[config.mk]
export PLATFORM = sky130hd
export DESIGN_NAME = ram_dma_arbiter
export DESIGN_NICKNAME = d
export VERILOG_FILES = /design/src/rtl/ram_dma_arbiter_pkg.sv /design/src/rtl/top_pkg.sv /design/src/rtl/arb_id_fifo.sv /design/src/rtl/ram_dma_arbiter.sv
export SDC_FILE = /design/constraint.sdc
export NUM_CORES = 1
export LEC_CHECK = 0
export BUFFER_PORTS_ARGS = -buffer_cell sky130_fd_sc_hd__buf_4
export CAP_MARGIN = 10
export CORE_AREA = 2 2 109 111
export DETAILED_ROUTE_END_ITERATION = 12
export DIE_AREA = 0 0 111 113
export MAX_ROUTING_LAYER = met4
export PLACE_DENSITY_LB_ADDON = 0.25
export SYNTH_ARGS = -nofsm -noshare
export SYNTH_HDL_FRONTEND = slang
export SYNTH_SLANG_ARGS = --single-unit
[constraint.sdc]
create_clock -name clk_i -period 4.1 [get_ports clk_i]
set_clock_uncertainty 0.2 [all_clocks]
set_input_delay 0.205 -clock clk_i [delete_from_list [all_inputs] [get_ports clk_i]]
set_output_delay 0.205 -clock clk_i [all_outputs]
set_load 0.02 [all_outputs]
[src/rtl/ram_dma_arbiter_pkg.sv]
// Helpers shared by the RAM DMA arbiter and its ID FIFO.
package ram_dma_arbiter_pkg;
    // Increment v and wrap to 0 when it reaches n (modulo-n counter step).
    function automatic int unsigned wrap_inc(input int unsigned v, input int unsigned n);
        return (v + 32'd1 >= n) ? 32'd0 : v + 32'd1;
    endfunction
endpackage

[src/rtl/top_pkg.sv]
// Shared bus widths for the DMA/RAM fabric.
package top_pkg;
    localparam int unsigned AXI_AW = 32;
    localparam int unsigned AXI_DW = 32;
endpackage

[src/rtl/arb_id_fifo.sv]
// In-order FIFO of host IDs for outstanding device requests; the head names
// the host that owns the next device response.
module arb_id_fifo
    import ram_dma_arbiter_pkg::*;
#(
    parameter int unsigned IdW   = 1,
    parameter int unsigned Depth = 2
) (
    input  logic           clk_i,
    input  logic           rst_ni,
    input  logic           push_i,
    input  logic [IdW-1:0] id_i,
    input  logic           pop_i,
    output logic [IdW-1:0] head_o,
    output logic           full_o,
    output logic           empty_o
);
    localparam int unsigned PtrW = (Depth > 1) ? $clog2(Depth) : 1;
    localparam int unsigned CntW = $clog2(Depth + 1);

    logic [IdW-1:0]  mem [Depth];
    logic [PtrW-1:0] wr_ptr_q;
    logic [PtrW-1:0] rd_ptr_q;
    logic [CntW-1:0] count_q;
    logic            do_push;
    logic            do_pop;

    assign full_o  = (count_q == CntW'(Depth));
    assign empty_o = (count_q == '0);
    assign do_push = push_i && !full_o;
    assign do_pop  = pop_i && !empty_o;
    assign head_o  = mem[rd_ptr_q];

    // Storage holds data only, so it is deliberately left out of reset.
    always_ff @(posedge clk_i) begin
        if (do_push) begin
            mem[wr_ptr_q] <= id_i;
        end
    end

    // Pointers and occupancy; reset flushes every outstanding entry.
    always_ff @(posedge clk_i or negedge rst_ni) begin
        if (!rst_ni) begin
            wr_ptr_q <= '0;
            rd_ptr_q <= '0;
            count_q  <= '0;
        end else begin
            if (do_push) begin
                wr_ptr_q <= PtrW'(wrap_inc(32'(wr_ptr_q), Depth));
            end
            if (do_pop) begin
                rd_ptr_q <= PtrW'(wrap_inc(32'(rd_ptr_q), Depth));
            end
            case ({do_push, do_pop})
                2'b10:   count_q <= count_q + CntW'(1);
                2'b01:   count_q <= count_q - CntW'(1);
                default: count_q <= count_q;
            endcase
        end
    end
endmodule

[src/rtl/ram_dma_arbiter.sv]
// Round-robin arbiter sharing one RAM req/gnt/rvalid port among several DMA
// hosts. Requests are muxed combinationally; in-order responses are routed
// back to their issuing host via an ID FIFO.
module ram_dma_arbiter
    import ram_dma_arbiter_pkg::*;
#(
    parameter int unsigned NrHosts        = 2,
    parameter int unsigned AW             = top_pkg::AXI_AW,
    parameter int unsigned DW             = top_pkg::AXI_DW,
    parameter int unsigned MaxOutstanding = 2
) (
    input  logic                          clk_i,
    input  logic                          rst_ni,
    input  logic [NrHosts-1:0]            host_req_i,
    output logic [NrHosts-1:0]            host_gnt_o,
    input  logic [NrHosts-1:0]            host_we_i,
    input  logic [NrHosts-1:0][DW/8-1:0]  host_be_i,
    input  logic [NrHosts-1:0][AW-1:0]    host_addr_i,
    input  logic [NrHosts-1:0][DW-1:0]    host_wdata_i,
    output logic [NrHosts-1:0]            host_rvalid_o,
    output logic [DW-1:0]                 host_rdata_o,
    output logic [NrHosts-1:0]            host_err_o,
    output logic                          dev_req_o,
    output logic                          dev_we_o,
    output logic [DW/8-1:0]               dev_be_o,
    output logic [AW-1:0]                 dev_addr_o,
    output logic [DW-1:0]                 dev_wdata_o,
    input  logic                          dev_gnt_i,
    input  logic                          dev_rvalid_i,
    input  logic [DW-1:0]                 dev_rdata_i,
    input  logic                          dev_err_i,
    output logic                          spurious_rsp_o
);
    localparam int unsigned IdxW = $clog2(NrHosts);

    logic [IdxW-1:0] rr_ptr_q;
    logic            lock_q;
    logic [IdxW-1:0] lock_idx_q;
    logic [IdxW-1:0] sel;
    logic [IdxW-1:0] idx;
    logic            found;
    logic            handshake;
    logic            rsp_vld;
    logic [IdxW-1:0] head;
    logic            fifo_full;
    logic            fifo_empty;

    // Pick the locked host, else the first requester at or after rr_ptr.
    // Held at host 0 during reset so the payload outputs follow host 0.
    always_comb begin
        sel   = '0;
        idx   = '0;
        found = 1'b0;
        if (lock_q) begin
            sel = lock_idx_q;
        end else begin
            for (int unsigned i = 0; i < NrHosts; i++) begin
                idx = IdxW'((32'(rr_ptr_q) + i) % NrHosts);
                if (!found && host_req_i[idx]) begin
                    sel   = idx;
                    found = 1'b1;
                end
            end
        end
        if (!rst_ni) begin
            sel = '0;
        end
    end

    assign dev_req_o   = rst_ni && (|host_req_i) && !fifo_full;
    assign handshake   = dev_req_o && dev_gnt_i;
    assign dev_we_o    = host_we_i[sel];
    assign dev_be_o    = host_be_i[sel];
    assign dev_addr_o  = host_addr_i[sel];
    assign dev_wdata_o = host_wdata_i[sel];

    assign rsp_vld      = rst_ni && dev_rvalid_i && !fifo_empty;
    assign host_rdata_o = dev_rdata_i;

    // Grant only the selected host on a handshake; route a response to the FIFO head.
    always_comb begin
        host_gnt_o    = '0;
        host_rvalid_o = '0;
        host_err_o    = '0;
        if (handshake) begin
            host_gnt_o[sel] = 1'b1;
        end
        if (rsp_vld) begin
            host_rvalid_o[head] = 1'b1;
            host_err_o[head]    = dev_err_i;
        end
    end

    // Round-robin pointer moves past the host just granted.
    always_ff @(posedge clk_i or negedge rst_ni) begin
        if (!rst_ni) begin
            rr_ptr_q <= '0;
        end else if (handshake) begin
            rr_ptr_q <= IdxW'(wrap_inc(32'(sel), NrHosts));
        end
    end

    // Freeze the mux on a stalled request so payload stays stable until granted.
    always_ff @(posedge clk_i or negedge rst_ni) begin
        if (!rst_ni) begin
            lock_q     <= 1'b0;
            lock_idx_q <= '0;
        end else if (handshake) begin
            lock_q <= 1'b0;
        end else if (dev_req_o) begin
            lock_q     <= 1'b1;
            lock_idx_q <= sel;
        end
    end

    // Sticky record of a device response with nothing outstanding.
    always_ff @(posedge clk_i or negedge rst_ni) begin
        if (!rst_ni) begin
            spurious_rsp_o <= 1'b0;
        end else if (dev_rvalid_i && fifo_empty) begin
            spurious_rsp_o <= 1'b1;
        end
    end

    arb_id_fifo #(
        .IdW   (IdxW),
        .Depth (MaxOutstanding)
    ) u_id_fifo (
        .clk_i   (clk_i),
        .rst_ni  (rst_ni),
        .push_i  (handshake),
        .id_i    (sel),
        .pop_i   (rsp_vld),
        .head_o  (head),
        .full_o  (fifo_full),
        .empty_o (fifo_empty)
    );
endmodule

==> reports/summary.txt <==
CP max FO - 50
DRT antenna net count - 0
Placed Area - 0.00339 mm^2
antenna cells - 0
H-Tree Depth - 1
Clock power frac - 11.9%
hold buffers post-CTS - 2
DIE HEIGHT - 113 um
Initial Utilization - 16.6%
top cells by area, synth - nand2_1 (28%), o22ai_1 (23%), buf_4 (14%)
Clock Sinks - 10
crit-path cells - dlygate4sd3_1 -> buf_4 -> nand3_2 -> buf_4 -> nand2_1 -> o22ai_1 -> buf_4
Max Buffers Root-to-Sink - 2
Port-buffer cells - 221
total global-route track usage - 13.1%
Detailed Route WL - 8860 um
Core Rows - 39
Pins Over Slew Limit - 0
Buf/Inv on CP - 4
vias per inst - 4.42
library cells used by synthesis - 31
initial antenna violation count - 0
setup TNS - 0 ns
cts repair resizes - 0
max-cap violations - 0
Die ar. - 0.0125 mm^2
grt ovf - 0
DP Cell Count - 624
syn avg cell area - 5.92 um^2
Avg WL per Cell - 14.1 um
Placeable Area - 0.0113 mm^2
Synth top area share - 28.0%
Final setup violation count - 0
CP startpoint - rst_ni
synthesized area - 0.00188 mm^2
Max Clk Rate - 0.296 GHz
Setup crit end - dev_be_o[1]
Seq/Total Area, Yosys - 13.9%
Setup Fix Bufs, Post-CTS - 0
Clock Latency Late Sink - 0.24 ns
Die W - 111 um
CTS Buf Count - 3
Final min period - 3.38 ns
Root Buffer - clkbuf_16
Reg2Reg Setup Slack - 2.21 ns
cell count after synthesis - 317
CTS tree - built
Clk pin slew, worst setup/hold paths - 0.04 ns
Slowest-stage cell, CP - nand3_2
Via Count - 2787
critical path required time - 3.69 ns
Syn Nets - 495
synthesis-to-finish area growth - 86.4%
first-pass GRT wire length - 13400 um
post-route insts no fill - 630
Int Pwr - 832 uW
Most Frequent Cell on Critical Path - buf_4
Static Leak - 0.00188 uW
Final Hold Viols - 0
Setup crit end kind - output port
R2R Path End - u_id_fifo.count_q[1]
Sw Share - 49.8%
critical path type - in2out
outcome - completed
NetSw - 824 uW
Worst-Margin Slew - 1.07 ns
Largest delay share family, worst path - buffers and inverters
worst r2r src - u_id_fifo.count_q[1]
CP Launch Type - input port
router iterations before antenna repair - 4
Cell Pwr Density - 474 mW/mm^2
max incr delay on CP - 0.91 ns
critical path depth in cells - 7
vias in the first global route - 2691
synth warn - 0
Worst slew margin - 28.9%
RSZ-0062 raised after global routing - false
area leader, netlist - nand2_1
sequential power share - 10.8%
HPWL Detailed - 6820 um
final critical-path share of the clock period - 82.5%
share of layout cells above drive strength 1 - 48.9%
fin area - 0.00350 mm^2
worst hold path class - in2reg
Nets - 666
# IOs - 286
data arrival time of the worst path - 2.98 ns
FF+latch count, synth - 10
combinational power share - 77.3%
largest net degree at the start of global routing - 70
drc violations - 0
peak supply drop - 0.000314 V
initial drt markers - 117
R2R depth - 5
RePlAce Congestion - 0.828
## synthesized netlist by cell type, drive strengths merged
cell     number
dfrtp         8
inv           1
or2           1
and2b         1
and2          1
nand2b        2
o22ai        69
a21o          1
or3           1
nor2          6
mux2          2
and3          3
edfxtp        2
mux2i         1
nor2b         3
nor3b         3
nor4          1
ha            1
clkbuf       12
xnor2         4
a2bb2oi       1
nand2       140
xor2          1
nand3         1
o21a          1
buf          50
## cell type report
cell class,count,area (um^2)
well taps,143,179
clock buffers,4,88.8
inverters,1,3.75
multi-input cells,244,1250
flip-flops and latches,10,260
fillers,1265,7780
repair buffers,228,1720
## sequential cells by signal, summed over array words and instances, names as in the netlist
register	flops
u_id_fifo.wr_ptr_q	1
spurious_rsp_o	1
lock_q	1
u_id_fifo.rd_ptr_q	1
lock_idx_q	1
u_id_fifo.mem	2
u_id_fifo.count_q	2
rr_ptr_q	1
## cell usage in the layout (no fill, tap or decap), types with 2 or more instances in the layout
cell type / count
dlygate4sd3_1: 2
o22ai_1: 69
nor2b_1: 2
nand2b_1: 2
edfxtp_1: 2
and3_1: 3
xnor2_1: 4
nor2_1: 6
nand2_1: 140
dfrtp_1: 8
nor3b_1: 2
buf_4: 226
clkbuf_16: 3
## power by group through the flow
stage	sequential, uW	clock [uW]	combinational [uW]
6_report	179	197	1280
5_1_grt	184	205	1380
4_1_cts	179	199	1300
3_5_place_dp	180	0	1290
3_3_place_gp	179	0	1280
2_1_floorplan	169	0	800
## worst min path at each step
| stage | start | to | slack, ns | cells after the start |
|---|---|---|---|---|
| global placement | rst_ni | rr_ptr_q | -0.04 | 1 |
| floorplan | rst_ni | lock_idx_q | -0.29 | 0 |
| global route | dev_gnt_i | u_id_fifo.mem[1] | 0.15 | 2 |
| CTS | dev_gnt_i | u_id_fifo.mem[1] | 0.14 | 2 |
| finish | dev_gnt_i | u_id_fifo.mem[1] | 0.14 | 2 |
| detailed placement | rst_ni | rr_ptr_q | -0.04 | 1 |
## logic make-up (layout without fill, tap and decap cells)
family / Yosys count / after routing / share of synthesized area [%]
and+or+nand+nor: 163 / 163 / 35.8
AOI/OAI and AO/OA: 72 / 72 / 24.6
buffers and inverters: 63 / 233 / 20.8
DFF: 10 / 10 / 13.9
xor gates and xnor gates: 5 / 5 / 2.33
muxes: 3 / 3 / 1.93
adders and majority gates: 1 / 1 / 0.667
## stage by stage
stage / power (uW) / hold slack [ns] / setup slack (ns) / utilization (%)
finish: 1660 / 0.144 / 0.717 / 31.0
global route: 1770 / 0.145 / 0.445 / 31.0
CTS: 1670 / 0.143 / 0.684 / 31.0
detailed placement: 1470 / -0.0441 / 1.26 / 30.0
global placement: 1460 / -0.0430 / 1.28 / 30.0
floorplan: 969 / -0.291 / 2.12 / -
## routing by layer
metal	wire, um	vias to the layer above	global-route usage, %
met5	0	-	-
met4	120	0	2.58
met3	519	14	2.25
met2	4750	121	23.9
met1	3470	1265	15.3
li1	-	1387	-
(Power assumes the default switching activity.)
